$ cat src/rtl/video_pkg.sv
// Shared definitions for the video pattern source: standard timing sets,
// pattern codes, colour constants and the RGB565 packer.
package video_pkg;

  localparam int CNT_W = 12;

  typedef struct packed {
    int h_act;
    int h_fp;
    int h_sync;
    int h_bp;
    int v_act;
    int v_fp;
    int v_sync;
    int v_bp;
  } timing_t;

  localparam timing_t TIMING_720P  = '{1280, 110, 40, 220, 720, 5, 5, 20};
  localparam timing_t TIMING_1080P = '{1920, 88, 44, 148, 1080, 4, 5, 36};
  localparam timing_t TIMING_480P  = '{720, 16, 62, 60, 480, 9, 6, 30};

  typedef enum logic [2:0] {
    PAT_BARS    = 3'd0,
    PAT_GRAY    = 3'd1,
    PAT_CHECKER = 3'd2,
    PAT_LINE    = 3'd3,
    PAT_SOLID   = 3'd4,
    PAT_XHATCH  = 3'd5
  } pattern_e;

  localparam logic [23:0] RGB_WHITE   = 24'hFFFFFF;
  localparam logic [23:0] RGB_YELLOW  = 24'hFFFF00;
  localparam logic [23:0] RGB_CYAN    = 24'h00FFFF;
  localparam logic [23:0] RGB_GREEN   = 24'h00FF00;
  localparam logic [23:0] RGB_MAGENTA = 24'hFF00FF;
  localparam logic [23:0] RGB_RED     = 24'hFF0000;
  localparam logic [23:0] RGB_BLUE    = 24'h0000FF;
  localparam logic [23:0] RGB_BLACK   = 24'h000000;

  function automatic logic [15:0] pack_rgb565(input logic [23:0] rgb);
    return {rgb[23:19], rgb[15:10], rgb[7:3]};
  endfunction

endpackage

$ cat src/rtl/video_pattern_gen_if.sv
// Control inputs and timed video outputs of the pattern source.
interface video_pattern_gen_if;
  import video_pkg::*;

  // de_re is a read request one clock ahead of de_out; de_out qualifies
  // pout/x_out/y_out. There is no backpressure: a sink must take every pixel
  // presented while de_out is high.
  logic             en;
  logic [2:0]       mode;
  logic [23:0]      fixed_rgb;
  logic             vs_out;
  logic             hs_out;
  logic             de_out;
  logic             de_re;
  logic             frame_start;
  logic [CNT_W-1:0] x_out;
  logic [CNT_W-1:0] y_out;
  logic [23:0]      pout;
  logic [CNT_W-1:0] frame_cnt;

  modport master (
    input  en, mode, fixed_rgb,
    output vs_out, hs_out, de_out, de_re, frame_start, x_out, y_out, pout, frame_cnt
  );

  modport slave (
    output en, mode, fixed_rgb,
    input  vs_out, hs_out, de_out, de_re, frame_start, x_out, y_out, pout, frame_cnt
  );

endinterface

$ cat src/rtl/video_timing_core.sv
// Raster counters plus the first pipeline stage (active flag, x/y, sync flags)
// and the frame-boundary strobe.
module video_timing_core
  import video_pkg::*;
#(
  parameter int H_ACT  = TIMING_720P.h_act,
  parameter int H_FP   = TIMING_720P.h_fp,
  parameter int H_SYNC = TIMING_720P.h_sync,
  parameter int H_BP   = TIMING_720P.h_bp,
  parameter int V_ACT  = TIMING_720P.v_act,
  parameter int V_FP   = TIMING_720P.v_fp,
  parameter int V_SYNC = TIMING_720P.v_sync,
  parameter int V_BP   = TIMING_720P.v_bp
) (
  input  logic             clk,
  input  logic             rst,
  input  logic             en,
  output logic             de_re,
  output logic             hs_act,
  output logic             vs_act,
  output logic [CNT_W-1:0] x,
  output logic [CNT_W-1:0] y,
  output logic             frame_tick
);

  localparam logic [CNT_W-1:0] H_LAST   = CNT_W'(H_ACT + H_FP + H_SYNC + H_BP - 1);
  localparam logic [CNT_W-1:0] V_LAST   = CNT_W'(V_ACT + V_FP + V_SYNC + V_BP - 1);
  localparam logic [CNT_W-1:0] H_ACT_W  = CNT_W'(H_ACT);
  localparam logic [CNT_W-1:0] V_ACT_W  = CNT_W'(V_ACT);
  localparam logic [CNT_W-1:0] HS_START = CNT_W'(H_ACT + H_FP);
  localparam logic [CNT_W-1:0] HS_END   = CNT_W'(H_ACT + H_FP + H_SYNC);
  localparam logic [CNT_W-1:0] VS_START = CNT_W'(V_ACT + V_FP);
  localparam logic [CNT_W-1:0] VS_END   = CNT_W'(V_ACT + V_FP + V_SYNC);

  logic [CNT_W-1:0] h_cnt;
  logic [CNT_W-1:0] v_cnt;
  logic             h_wrap;
  logic             v_wrap;
  logic             active;

  assign h_wrap     = (h_cnt == H_LAST);
  assign v_wrap     = (v_cnt == V_LAST);
  assign active     = (h_cnt < H_ACT_W) && (v_cnt < V_ACT_W);
  assign frame_tick = en && h_wrap && v_wrap;

  // x/y only follow the counters inside the active area so the pixel
  // coordinates hold their last active value through blanking.
  always_ff @(posedge clk or posedge rst) begin
    if (rst) begin
      h_cnt  <= '0;
      v_cnt  <= '0;
      de_re  <= 1'b0;
      hs_act <= 1'b0;
      vs_act <= 1'b0;
      x      <= '0;
      y      <= '0;
    end else if (!en) begin
      h_cnt  <= '0;
      v_cnt  <= '0;
      de_re  <= 1'b0;
      hs_act <= 1'b0;
      vs_act <= 1'b0;
      x      <= '0;
      y      <= '0;
    end else begin
      h_cnt <= h_wrap ? '0 : h_cnt + 1'b1;
      if (h_wrap) begin
        v_cnt <= v_wrap ? '0 : v_cnt + 1'b1;
      end
      de_re  <= active;
      hs_act <= (h_cnt >= HS_START) && (h_cnt < HS_END);
      vs_act <= (v_cnt >= VS_START) && (v_cnt < VS_END);
      if (active) begin
        x <= h_cnt;
        y <= v_cnt;
      end
    end
  end

endmodule

$ cat src/rtl/video_pattern_gen.sv
// Video timing and test-pattern source: selects one of six patterns per pixel
// and registers it with sync/DE in the second pipeline stage.
module video_pattern_gen
  import video_pkg::*;
#(
  parameter int H_ACT     = TIMING_720P.h_act,
  parameter int H_FP      = TIMING_720P.h_fp,
  parameter int H_SYNC    = TIMING_720P.h_sync,
  parameter int H_BP      = TIMING_720P.h_bp,
  parameter int V_ACT     = TIMING_720P.v_act,
  parameter int V_FP      = TIMING_720P.v_fp,
  parameter int V_SYNC    = TIMING_720P.v_sync,
  parameter int V_BP      = TIMING_720P.v_bp,
  parameter bit HS_POL    = 1'b1,
  parameter bit VS_POL    = 1'b1,
  parameter int OUT_FMT   = 0,
  parameter int LINE_STEP = 4
) (
  input logic          clk,
  input logic          rst,
  video_pattern_gen_if.master vid
);

  localparam int               BAR_W      = H_ACT / 8;
  localparam logic [CNT_W-1:0] BAR_1      = CNT_W'(BAR_W);
  localparam logic [CNT_W-1:0] BAR_2      = CNT_W'(2 * BAR_W);
  localparam logic [CNT_W-1:0] BAR_3      = CNT_W'(3 * BAR_W);
  localparam logic [CNT_W-1:0] BAR_4      = CNT_W'(4 * BAR_W);
  localparam logic [CNT_W-1:0] BAR_5      = CNT_W'(5 * BAR_W);
  localparam logic [CNT_W-1:0] BAR_6      = CNT_W'(6 * BAR_W);
  localparam logic [CNT_W-1:0] BAR_7      = CNT_W'(7 * BAR_W);
  localparam logic [CNT_W-1:0] H_LAST_ACT = CNT_W'(H_ACT - 1);
  localparam logic [CNT_W-1:0] V_LAST_ACT = CNT_W'(V_ACT - 1);

  logic             de_re;
  logic             hs_act;
  logic             vs_act;
  logic [CNT_W-1:0] x1;
  logic [CNT_W-1:0] y1;
  logic             frame_tick;

  pattern_e         mode_q;
  logic [CNT_W-1:0] line_pos;
  logic [CNT_W:0]   line_sum;
  logic [CNT_W-1:0] line_next;
  logic [CNT_W-1:0] frame_cnt;

  logic [23:0]      bar_rgb;
  logic [23:0]      pat_rgb;
  logic [23:0]      pix_fmt;

  logic             de_out;
  logic             hs_out;
  logic             vs_out;
  logic             frame_start;
  logic [CNT_W-1:0] x_out;
  logic [CNT_W-1:0] y_out;
  logic [23:0]      pout;

  video_timing_core #(
    .H_ACT (H_ACT),
    .H_FP  (H_FP),
    .H_SYNC(H_SYNC),
    .H_BP  (H_BP),
    .V_ACT (V_ACT),
    .V_FP  (V_FP),
    .V_SYNC(V_SYNC),
    .V_BP  (V_BP)
  ) u_timing (
    .clk       (clk),
    .rst       (rst),
    .en        (vid.en),
    .de_re     (de_re),
    .hs_act    (hs_act),
    .vs_act    (vs_act),
    .x         (x1),
    .y         (y1),
    .frame_tick(frame_tick)
  );

  // Moving-line position wraps modulo H_ACT; LINE_STEP is below H_ACT, so one
  // conditional subtract suffices.
  assign line_sum  = {1'b0, line_pos} + (CNT_W + 1)'(LINE_STEP);
  assign line_next = (line_sum >= (CNT_W + 1)'(H_ACT)) ?
                     CNT_W'(line_sum - (CNT_W + 1)'(H_ACT)) : line_sum[CNT_W-1:0];

  // Mode is only taken at the frame boundary so a frame never tears.
  always_ff @(posedge clk or posedge rst) begin
    if (rst) begin
      mode_q    <= PAT_BARS;
      line_pos  <= '0;
      frame_cnt <= '0;
    end else if (frame_tick) begin
      mode_q    <= pattern_e'(vid.mode);
      line_pos  <= line_next;
      frame_cnt <= frame_cnt + 1'b1;
    end
  end

  always_comb begin
    if      (x1 < BAR_1) bar_rgb = RGB_WHITE;
    else if (x1 < BAR_2) bar_rgb = RGB_YELLOW;
    else if (x1 < BAR_3) bar_rgb = RGB_CYAN;
    else if (x1 < BAR_4) bar_rgb = RGB_GREEN;
    else if (x1 < BAR_5) bar_rgb = RGB_MAGENTA;
    else if (x1 < BAR_6) bar_rgb = RGB_RED;
    else if (x1 < BAR_7) bar_rgb = RGB_BLUE;
    else                 bar_rgb = RGB_BLACK;
  end

  always_comb begin
    pat_rgb = RGB_BLACK;
    case (mode_q)
      PAT_BARS:    pat_rgb = bar_rgb;
      PAT_GRAY:    pat_rgb = {3{x1[7:0]}};
      PAT_CHECKER: if (x1[6] ^ y1[6]) pat_rgb = RGB_WHITE;
      PAT_LINE:    if (x1 == line_pos) pat_rgb = RGB_WHITE;
      PAT_SOLID:   pat_rgb = vid.fixed_rgb;
      PAT_XHATCH:  if ((x1[5:0] == 6'd0) || (y1[5:0] == 6'd0) ||
                       (x1 == H_LAST_ACT) || (y1 == V_LAST_ACT)) pat_rgb = RGB_WHITE;
      default:     pat_rgb = RGB_BLACK;
    endcase
  end

  assign pix_fmt = (OUT_FMT == 1) ? {8'h00, pack_rgb565(pat_rgb)} : pat_rgb;

  always_ff @(posedge clk or posedge rst) begin
    if (rst) begin
      de_out      <= 1'b0;
      hs_out      <= ~HS_POL;
      vs_out      <= ~VS_POL;
      frame_start <= 1'b0;
      x_out       <= '0;
      y_out       <= '0;
      pout        <= '0;
    end else if (!vid.en) begin
      de_out      <= 1'b0;
      hs_out      <= ~HS_POL;
      vs_out      <= ~VS_POL;
      frame_start <= 1'b0;
      x_out       <= '0;
      y_out       <= '0;
      pout        <= '0;
    end else begin
      de_out      <= de_re;
      hs_out      <= hs_act ? HS_POL : ~HS_POL;
      vs_out      <= vs_act ? VS_POL : ~VS_POL;
      frame_start <= de_re && (x1 == '0) && (y1 == '0);
      if (de_re) begin
        x_out <= x1;
        y_out <= y1;
      end
      pout        <= de_re ? pix_fmt : 24'h000000;
    end
  end

  assign vid.de_re       = de_re;
  assign vid.de_out      = de_out;
  assign vid.hs_out      = hs_out;
  assign vid.vs_out      = vs_out;
  assign vid.frame_start = frame_start;
  assign vid.x_out       = x_out;
  assign vid.y_out       = y_out;
  assign vid.pout        = pout;
  assign vid.frame_cnt   = frame_cnt;

endmodule

$ cat src/flat_wrapper.sv
// flat-port wrapper written by rule: the top's interface ports become plain ports
module video_pattern_gen_flat import video_pkg::*;
#(
  parameter int H_ACT     = TIMING_720P.h_act,
  parameter int H_FP      = TIMING_720P.h_fp,
  parameter int H_SYNC    = TIMING_720P.h_sync,
  parameter int H_BP      = TIMING_720P.h_bp,
  parameter int V_ACT     = TIMING_720P.v_act,
  parameter int V_FP      = TIMING_720P.v_fp,
  parameter int V_SYNC    = TIMING_720P.v_sync,
  parameter int V_BP      = TIMING_720P.v_bp,
  parameter bit HS_POL    = 1'b1,
  parameter bit VS_POL    = 1'b1,
  parameter int OUT_FMT   = 0,
  parameter int LINE_STEP = 4
)
  (clk, rst, vid_en, vid_mode, vid_fixed_rgb, vid_vs_out, vid_hs_out, vid_de_out, vid_de_re, vid_frame_start, vid_x_out, vid_y_out, vid_pout, vid_frame_cnt);
  video_pattern_gen_if vid_i ();
  input logic clk;
  input logic rst;
  input wire logic [$bits(vid_i.en)-1:0] vid_en;
  input wire logic [$bits(vid_i.mode)-1:0] vid_mode;
  input wire logic [$bits(vid_i.fixed_rgb)-1:0] vid_fixed_rgb;
  output wire logic [$bits(vid_i.vs_out)-1:0] vid_vs_out;
  output wire logic [$bits(vid_i.hs_out)-1:0] vid_hs_out;
  output wire logic [$bits(vid_i.de_out)-1:0] vid_de_out;
  output wire logic [$bits(vid_i.de_re)-1:0] vid_de_re;
  output wire logic [$bits(vid_i.frame_start)-1:0] vid_frame_start;
  output wire logic [$bits(vid_i.x_out)-1:0] vid_x_out;
  output wire logic [$bits(vid_i.y_out)-1:0] vid_y_out;
  output wire logic [$bits(vid_i.pout)-1:0] vid_pout;
  output wire logic [$bits(vid_i.frame_cnt)-1:0] vid_frame_cnt;
  assign vid_i.en = vid_en;
  assign vid_i.mode = vid_mode;
  assign vid_i.fixed_rgb = vid_fixed_rgb;
  assign vid_vs_out = vid_i.vs_out;
  assign vid_hs_out = vid_i.hs_out;
  assign vid_de_out = vid_i.de_out;
  assign vid_de_re = vid_i.de_re;
  assign vid_frame_start = vid_i.frame_start;
  assign vid_x_out = vid_i.x_out;
  assign vid_y_out = vid_i.y_out;
  assign vid_pout = vid_i.pout;
  assign vid_frame_cnt = vid_i.frame_cnt;
  video_pattern_gen #(.H_ACT(H_ACT), .H_FP(H_FP), .H_SYNC(H_SYNC), .H_BP(H_BP), .V_ACT(V_ACT), .V_FP(V_FP), .V_SYNC(V_SYNC), .V_BP(V_BP), .HS_POL(HS_POL), .VS_POL(VS_POL), .OUT_FMT(OUT_FMT), .LINE_STEP(LINE_STEP)) u_core (.clk(clk), .rst(rst), .vid(vid_i));
endmodule
$ cat config.mk
export PLATFORM = sky130hd
export DESIGN_NAME = video_pattern_gen_flat
export DESIGN_NICKNAME = d
export VERILOG_FILES = /design/src/rtl/video_pkg.sv /design/src/rtl/video_pattern_gen_if.sv /design/src/rtl/video_timing_core.sv /design/src/rtl/video_pattern_gen.sv /design/src/flat_wrapper.sv
export SDC_FILE = /design/constraint.sdc
export NUM_CORES = 1
export LEC_CHECK = 0
export CELL_PAD_IN_SITES_DETAIL_PLACEMENT = 0
export CELL_PAD_IN_SITES_GLOBAL_PLACEMENT = 1
export CORE_MARGIN = 3
export CORE_UTILIZATION = 46
export CTS_CLUSTER_DIAMETER = 80
export CTS_CLUSTER_SIZE = 28
export DETAILED_ROUTE_END_ITERATION = 7
export PLACE_DENSITY = 0.86
export SLEW_MARGIN = 15
export SYNTH_ARGS = -nofsm -noshare
export SYNTH_HDL_FRONTEND = slang
export SYNTH_SLANG_ARGS = --single-unit
$ cat constraint.sdc
create_clock -name clk -period 6.83 [get_ports clk]
set_input_delay 1.7075 -clock clk [delete_from_list [all_inputs] [get_ports clk]]
set_output_delay 1.7075 -clock clk [all_outputs]
set_load 0.01 [all_outputs]
==> impl_metrics.tcl, run 1 <==
set metrics [dict create \
    postCtsHoldBufs 0 \
    viasPerCell 5.67 \
    htreeDepth 4 \
    grt_pass1_vias 5107 \
    final_common_cell "dfrtp_1" \
    multi_input_area_mm2 0.00315 \
    ys_types 69 \
    switchingPower_w 0.000389 \
    drtIter0Drc 419 \
    skew_ns 0.00903 \
    clockRootBuffer "clkbuf_16" \
    seqCellArea_mm2 0.00320 \
    drtAntennaViolNets 0 \
    final_cell_mix "dfrtp_1, clkdlybuf4s50_1, nand2_1" \
    dieArea_mm2 0.0159 \
    cts.clk_slew.worst_paths_ns 0.06 \
    ys_seq_area_share_pct 48.2 \
    grt_util_all_layers_pct 21.1 \
    drt_wl_total_um 16600 \
    cts_buffer_depth 2 \
    dr.pass1.iters 5 \
    portBuffers 94 \
    slew_viol_final 0 \
    stdcell_count 912 \
    fmax_mhz 264 \
    worst_setup_path_end_kind "flop" \
    die_w_um 126 \
    criticalPathCategory "in -> reg" \
    hold_viol 0 \
    yosysWarnings 0 \
    clkPwrFrac_pct 50.1 \
    diodes 0 \
    fp-row-count 43 \
    crit_slowest_cell "and2_1" \
    internal_power_w 0.00135 \
    slowest_delay_ns 0.57 \
    num_vias 5170 \
    nets 759 \
    drc 0 \
    drive_gt1_share_pct 7.24 \
    detailed_place_hpwl_um 11100 \
    status "finished clean" \
    numCtsBuffers 17 \
    grt_setup_unrepaired "no" \
    clock_sinks 128 \
    p_seq_share_pct 44.8 \
    gp_congestion 0.834 \
    final.setup.tns_ns 0 \
    grt_antenna_before_repair 0 \
    cap_violations 0 \
    cts_setup_buffers 0 \
    io_pins 95 \
    cp.required_ns 7.13 \
    cellLeakagePower_nw 3.64 \
    arrival_ns 4.09 \
    fp.coreArea_mm2 0.0140 \
    slew_headroom_pct 45.4 \
    cts_tree "done" \
    synth_edf_count 0 \
    grt_max_degree 67 \
    routedWlPerCell_um 18.1 \
    timing.final.crit_period_ns 3.79 \
    gr-total-overflow 0 \
    async_flop_share_pct 100 \
    peakVddDrop_uv 179 \
    grt_pass1_wl_um 26700 \
    p_sw_share_pct 22.4 \
    syn_to_final_growth_pct 23.1 \
    avgSynthCellArea_um2 10.2 \
    cts_resized 0 \
    p_comb_share_pct 5.1 \
    reg2reg_depth 12 \
    hold_depth 1 \
    setup.worst_path.start_class "input port" \
    placed_cells 880 \
    syn_nets 689 \
    synthFlopType "dfrtp_1" \
    synth_area_mm2 0.00664 \
    die_y_um 126 \
    ys_ff_latch 128 \
    setup_viol 0 \
    start_util_pct 47.5 \
    min_path_type "reg -> reg" \
    cp_max_fo 58 \
    clk_latency_ns 0.42 \
    power.density_mw_per_mm2 213 \
    finalCritPeriodShare_pct 55.4 \
    tightest_slew_ns 0.818 \
    netlist_instances 649 \
    worstPathCellList "clkdlybuf4s50_1 > buf_4 > and4_1 > and2_1 > and3_2 > nand4_1 > xnor2_1" \
    fill_cells 1203 \
]
[power by group through the flow]
| stage | sequential, W | clock (W) | combinational (W) |
|---|---|---|---|
| detailed placement | 0.000792 | 0 | 0.0000903 |
| finish | 0.000779 | 0.000870 | 0.0000889 |
| floorplan | 0.000793 | 0 | 0.0000388 |
| CTS | 0.000779 | 0.000881 | 0.0000907 |
| global placement | 0.000792 | 0 | 0.0000890 |
| global route | 0.000780 | 0.000916 | 0.0000966 |
[worst max-delay path, delay by kind of cell]
| family | cells | cell delay, ns |
|---|---|---|
| and+or+nand+nor | 4 | 1.36 |
| buffers and inverters | 2 | 0.83 |
| xor gates and xnor gates | 1 | 0.15 |
[synth_stat cells (3+ instances only)]
| master | number | share of area, % |
|---|---|---|
| and4_1 | 3 | 0.40 |
| o31ai_1 | 5 | 0.57 |
| nand2b_1 | 5 | 0.47 |
| mux2i_1 | 45 | 6.8 |
| inv_1 | 15 | 0.85 |
| dfrtp_1 | 128 | 48 |
| nand3_1 | 21 | 1.6 |
| o21ai_0 | 17 | 1.3 |
| nand3b_1 | 5 | 0.57 |
| a31oi_1 | 8 | 0.75 |
| and3_1 | 9 | 0.85 |
| and2_1 | 7 | 0.66 |
| ha_1 | 10 | 1.9 |
| a21oi_1 | 31 | 2.3 |
| xor2_1 | 21 | 2.8 |
| and3b_1 | 4 | 0.53 |
| nand4_1 | 15 | 1.4 |
| nor2b_1 | 48 | 4.5 |
| nor4_1 | 7 | 0.66 |
| buf_6 | 5 | 0.85 |
| nand2_1 | 51 | 2.9 |
| xnor2_1 | 23 | 3.0 |
| nor2_1 | 35 | 2.0 |
| clkbuf_1 | 27 | 1.5 |
| a22oi_1 | 25 | 2.8 |
| nor3_1 | 8 | 0.60 |
| buf_2 | 15 | 1.1 |
[sequential cells by signal (all words and copies together) (netlist names)]
name / cells
u_core.line_pos: 10
u_core.mode_q: 3
u_core.u_timing.de_re: 1
u_core.u_timing.h_cnt: 12
u_core.u_timing.hs_act: 1
u_core.u_timing.v_cnt: 12
u_core.u_timing.vs_act: 1
u_core.u_timing.x: 12
u_core.u_timing.y: 12
u_core.vid.de_out: 1
u_core.vid.frame_cnt: 12
u_core.vid.frame_start: 1
u_core.vid.hs_out: 1
u_core.vid.pout: 24
u_core.vid.vs_out: 1
u_core.vid.x_out: 12
u_core.vid.y_out: 12
[layer usage]
metal	GRT usage, %	part of all wire, %	vias up
met5	0	0	-
met4	7.32	2.1	0
met3	5.05	4.1	32
met2	34.3	49	137
met1	27.6	44	2577
li1	-	-	2424
[kinds of logic after synthesis]
logic type	count (synthesis)	share of synthesized area, %
AO/OA/AOI/OAI	113	11.5
XOR/XNOR	45	6.05
adder cells (fa/ha/maj)	11	2.03
buffers and inverters	64	4.58
flip-flops	128	48.2
multiplexers	45	6.78
AND/OR/NAND/NOR	243	20.8
[metrics by stage]
stage	area, um^2	worst slack, ns	total power, W	util, %	hold slack [ns]
CTS	8180	3.03	0.00175	58.5	0.491
global placement	7620	2.67	0.000881	54.5	0.450
floorplan	6640	1.71	0.000832	-	0.434
detailed placement	7620	2.60	0.000883	54.5	0.479
global route	8180	2.86	0.00179	58.5	0.508
finish	8180	3.04	0.00174	58.5	0.481
[cell type report]
class                   instances  area share, %
inverters                      15          0.719
well taps                     180           2.75
flip-flops and latches        128           39.2
multi-input cells             457           38.5
repair buffers                100           12.1
clock inverters                10           1.38
clock buffers                  22           5.43
[worst paths after layout]
check                                       start                 endpoint  slack, ns
max                                        vid_en  u_core.vid.frame_cnt[5]       3.04
min                        u_core.u_timing.vs_act        u_core.vid.vs_out       0.48
max reg2reg                    u_core.line_pos[2]       u_core.line_pos[8]       3.39
min reg2reg                u_core.u_timing.vs_act        u_core.vid.vs_out       0.48
max in group asynchronous                     rst      u_core.vid.x_out[0]       3.71
min in group asynchronous                     rst      u_core.vid.y_out[5]       1.80
No activity file was read; power rests on OpenSTA's default activity.
==> run 2, diff against run 1 <==
--- a/config.mk
+++ b/config.mk
@@ -8,11 +8,11 @@
 export CELL_PAD_IN_SITES_DETAIL_PLACEMENT = 0
 export CELL_PAD_IN_SITES_GLOBAL_PLACEMENT = 1
 export CORE_MARGIN = 3
-export CORE_UTILIZATION = 46
+export CORE_UTILIZATION = 39
 export CTS_CLUSTER_DIAMETER = 80
 export CTS_CLUSTER_SIZE = 28
 export DETAILED_ROUTE_END_ITERATION = 7
-export PLACE_DENSITY = 0.86
+export PLACE_DENSITY = 0.78
 export SLEW_MARGIN = 15
 export SYNTH_ARGS = -nofsm -noshare
 export SYNTH_HDL_FRONTEND = slang
==> constraint.sdc (replaced) <==
create_clock -name clk -period 3.3 [get_ports clk]
set_input_delay 0.825 -clock clk [delete_from_list [all_inputs] [get_ports clk]]
set_output_delay 0.825 -clock clk [all_outputs]
set_load 0.01 [all_outputs]
==> run 2 against run 1 <==
  * Critical path type is now reg -> reg
  * Critical path depth rose by 5
  * Clock power grew 94%
  * Largest power group unchanged
  * Worst hold slack got worse by 0.020 ns
  * Global-route usage decreased by 3.0 points
  * Combinational power up 110%
  * Via count is 1.1% lower
  * Sequential share of layout area is 0.68 points lower
  * Critical endpoint is now u_core.line_pos[8]
  * Cell area up 1.9%
  * Die area is 17% higher
==> impl_metrics.tcl, run 2 (same netlist as run 1, synthesis figures left out) <==
set metrics [dict create \
    fmax_mhz 326 \
    slowest_delay_ns 0.43 \
    cp_max_fo 7 \
    grt_setup_unrepaired "no" \
    cellLeakagePower_nw 3.70 \
    seqCellArea_mm2 0.00321 \
    drtAntennaViolNets 0 \
    drt_wl_total_um 16200 \
    start_util_pct 39.9 \
    largest_reg_flops 24 \
    setup_viol 0 \
    io_pins 95 \
    dr.pass1.iters 7 \
    timing.final.crit_period_ns 3.07 \
    dieArea_mm2 0.0186 \
    tightest_slew_ns 0.858 \
    numCtsBuffers 17 \
    power.density_mw_per_mm2 419 \
    cts_tree "done" \
    diodes 0 \
    cts.clk_slew.worst_paths_ns 0.06 \
    drive_gt1_share_pct 9.30 \
    slew_headroom_pct 42.7 \
    htreeDepth 4 \
    status "finished clean" \
    cp.required_ns 3.57 \
    worst-path-buf-inv 0 \
    gr-max-usage-layer "met2" \
    syn_to_final_growth_pct 25.3 \
    finalCritPeriodShare_pct 92.9 \
    top_register "u_core.vid.pout" \
    critical_path.top_delay_family "simple AND/OR/NAND/NOR gates" \
    crit_slowest_cell "dfrtp_2" \
    nets 769 \
    portBuffers 94 \
    routedWlPerCell_um 16.9 \
    grt_antenna_before_repair 0 \
    final.setup.tns_ns 0 \
    grtUsageMet1_pct 24.3 \
    skew_ns 0.0125 \
    setup.worst_path.start_class "flop" \
    clock_sinks 128 \
    min_path_type "reg -> reg" \
    viasPerCell 5.31 \
    clockRootBuffer "clkbuf_16" \
    grt_pass1_vias 5057 \
    finalPower_w 0.00349 \
    cap_violations 0 \
    grt_pass1_wl_um 26500 \
    drtIter0Drc 299 \
    drc 0 \
    grt_util_all_layers_pct 18.0 \
    met2_usage_pct 30.0 \
    slew_viol_final 0 \
    die_y_um 137 \
    num_vias 5113 \
    cts_setup_buffers 0 \
    hold_viol 0 \
    worst_setup_path_end_kind "flop" \
    cts_buffer_depth 2 \
    grt_max_degree 58 \
    postCtsHoldBufs 0 \
    grtUsageMet3_pct 3.49 \
    worstPathCellList "ha_2 > nand2_1 > nor2_1 > and2b_2 > or2_2 > ha_1 > and4_2 > a22o_1 > a31oi_2 > nor3_1 > a2111oi_2 > o211ai_1" \
    final_common_cell "dfrtp_1" \
    multi_input_area_mm2 0.00316 \
    peakVddDrop_uv 380 \
    criticalPathCategory "reg -> reg" \
    final_cell_mix "dfrtp_1, clkdlybuf4s50_1, nand2_1" \
    gr-total-overflow 0 \
    fp-row-count 47 \
    gp_congestion 0.866 \
    arrival_ns 3.34 \
    clk_latency_ns 0.42 \
    fill_cells 1497 \
    fp.coreArea_mm2 0.0166 \
    detailed_place_hpwl_um 11400 \
    die_w_um 137 \
]
## run 2: final timing paths
kind | start | endpoint | slack, ns | depth (start not counted)
worst min register to register | u_core.u_timing.vs_act | u_core.vid.vs_out | 0.46 | 1
worst max-delay path | u_core.line_pos[3] | u_core.line_pos[8] | 0.23 | 12
max in group asynchronous | rst | u_core.u_timing.v_cnt[4] | 1.68 | 3
worst max register to register | u_core.line_pos[3] | u_core.line_pos[8] | 0.23 | 12
min in group asynchronous | rst | u_core.line_pos[8] | 0.94 | 2
worst min-delay path | u_core.u_timing.vs_act | u_core.vid.vs_out | 0.46 | 1
## run 2: final cells by class
cell class	instances	area share, %
Clock buffer	26	6.11
Clock inverter	6	0.361
Inverter	15	0.721
Multi-Input combinational cell	457	38.0
Tap cell	220	3.31
Timing Repair Buffer	110	13.0
Sequential cell	128	38.5
## run 2: where the power goes
part | internal [W] | total [W] | leakage (nW) | switching (W)
Clock | 0.00105 | 0.00169 | 0.274 | 0.000635
Sequential | 0.00159 | 0.00161 | 1.74 | 0.0000182
Combinational | 0.0000961 | 0.000190 | 1.69 | 0.0000938
Total | 0.00274 | 0.00349 | 3.70 | 0.000747
## run 2: repair_timing
item,CTS,global route
gates resized for setup,0,5
endpoints found under the hold margin,0,0
setup endpoints to repair,0,2
## run 2: routing by layer
metal	up-vias	routed length [um]
met1	2559	7370
met4	0	193
li1	2462	-
met2	71	8160
met5	-	0
met3	21	506
## run 2: per-stage QoR
step	cells	instance area, um^2	hold slack, ns	worst slack, ns	utilization [%]
after floorplan	649	6650	0.434	0.327	-
after global placement	930	7770	0.449	0.232	46.7
after detailed placement	930	7770	0.443	0.0887	46.7
after CTS	962	8310	0.461	0.0877	49.9
after global routing	962	8330	0.471	0.0361	50.0
final	962	8330	0.460	0.234	50.0
==> RTL change (config.mk and constraints of run 2) <==
Change the package constant `CNT_W` from 12 to 10.
--- a/src/rtl/video_pkg.sv
+++ b/src/rtl/video_pkg.sv
@@ -2,7 +2,7 @@
 // pattern codes, colour constants and the RGB565 packer.
 package video_pkg;
 
-  localparam int CNT_W = 12;
+  localparam int CNT_W = 10;
 
   typedef struct packed {
     int h_act;
Interface: changed (resized vid_frame_cnt, vid_x_out and vid_y_out); port bits go from 95 to 89. No check against the original RTL was run, so the function may have changed too.
==> RTL change against run 2 <==
  * Clock skew fell by 0.0042 ns
  * Synthesized area shrank 17%
  * Clock power fell by 38%
  * Sequential cell count is 16 lower
  * Sequential share of layout area up 2.6 points
  * Die area decreased by 16%
  * Final cell count fell by 15%
  * Power decreased by 22%
  * Setup slack improved by 0.60 ns
  * Wire length decreased by 17%
  * Final area is 18% lower
  * Largest power group is now sequential cells
  * Highest routed layer unchanged
==> RTL change: results <==
[yosys]
seq_area_frac_synth_pct = 50.9
synthTopCellsByArea = "dfrtp_1, mux2i_1, nand2_1"
synthTopCellsByCount = "dfrtp_1, nand2_1, nor2_1, a21oi_1, mux2i_1"

[clock_tree]
htreeDepth = 3
cts_buffers = 9
worstSkewPairLatency_ns = 0.35

[placed_design]
post-dp-hpwl_mm = 9.42
gp_congestion = 0.835
io_buffers = 88
placed_cells = 805

[detailed_routing]
routed_wl_mm = 13.4
drt_iter0_drc = 364
viasPerCell = 5.40

[critical_path]
slowest_stage = "or3_1"
cpPeakStageDelay_ns = 0.52
r2r_slack_ns = 0.94
crit_path_max_fanout = 10

[global_route]
grt_pass1_vias = 4422
track_usage_pct = 17.6
grt_pass1_wl_mm = 22.7

[sta]
hold_slack_ns = 0.473

[final_layout]
fin_cells = 821
nFillCells = 1214

[power_and_ir_drop]
power_leakage_uw = 0.00291

[status]
status = "complete, no violations"
[RTL change: cell types whose count changed after synthesis, sizes merged, moves of 13 or more]
| cell | before | now |
|---|---|---|
| a22oi | 25 | 8 |
| a21oi | 31 | 45 |
| nor2 | 35 | 57 |
| dfrtp | 128 | 112 |
| nor2b | 48 | 3 |
| nand2 | 51 | 70 |
| mux2i | 45 | 31 |
| xor2 | 21 | 8 |
[RTL change: layer usage]
metal  global-route usage (%)  share of wire, %  vias up  wire length (um)
met2                     27.7                46      114              6120
met4                     6.38               1.3        0               172
li1                         -                 -     2143                 -
met5                        0                 0        -                 0
met1                     24.7                49     2161              6610
met3                     2.87               4.0       16               533
[RTL change: layout make-up]
class / instances / share of cell area (%)
multi-input cells: 407 / 36.6
repair buffers: 101 / 14.5
clock inverters: 6 / 0.751
well taps: 176 / 3.23
inverters: 9 / 0.550
clock buffers: 10 / 3.35
flip-flops and latches: 112 / 41.0
[RTL change: cells by family (layout without fill, tap and decap cells)]
kind of cell / count (synthesis) / count (layout) / synth area share, %
xor+xnor: 33 / 33 / 5.25
fa+ha+maj: 10 / 10 / 2.23
simple gates: 227 / 227 / 20.5
flops: 112 / 112 / 50.9
buf+inv: 51 / 126 / 3.86
mux: 32 / 32 / 5.84
compound gates: 105 / 105 / 11.4
[RTL change: report_power, final]
part           switching (uW)  internal, uW
Clock                     515           524
Sequential               23.3          1400
Combinational             132           113
[RTL change: critical path: cells and delay by family]
kind / cells / cell delay (ns)
and+or+nand+nor: 2 / 0.84
buffers and inverters: 2 / 0.54
AOI/OAI and AO/OA: 2 / 0.49
[RTL change: worst paths after layout]
kind,startpoint,to,cells past startpoint
min in group asynchronous,rst,u_core.vid.x_out[6]$_DFFE_PP0P_,2
min reg2reg,u_core.u_timing.hs_act$_DFF_PP0_,u_core.vid.hs_out$_DFF_PP0_,1
max in group asynchronous,rst,u_core.vid.y_out[7]$_DFFE_PP0P_,3
max reg2reg,u_core.u_timing.v_cnt[1]$_DFFE_PP0P_,u_core.line_pos[9]$_DFFE_PP0P_,7
max,vid_en,u_core.line_pos[9]$_DFFE_PP0P_,6
min,u_core.u_timing.hs_act$_DFF_PP0_,u_core.vid.hs_out$_DFF_PP0_,1
[RTL change: metrics by stage]
step / setup slack [ns] / instance area [um2]
after floorplan: 0.854 / 5510
after global placement: 0.478 / 6550
after CTS: 0.775 / 6830
after detailed placement: 0.444 / 6550
after global routing: 0.733 / 6830
final: 0.833 / 6830
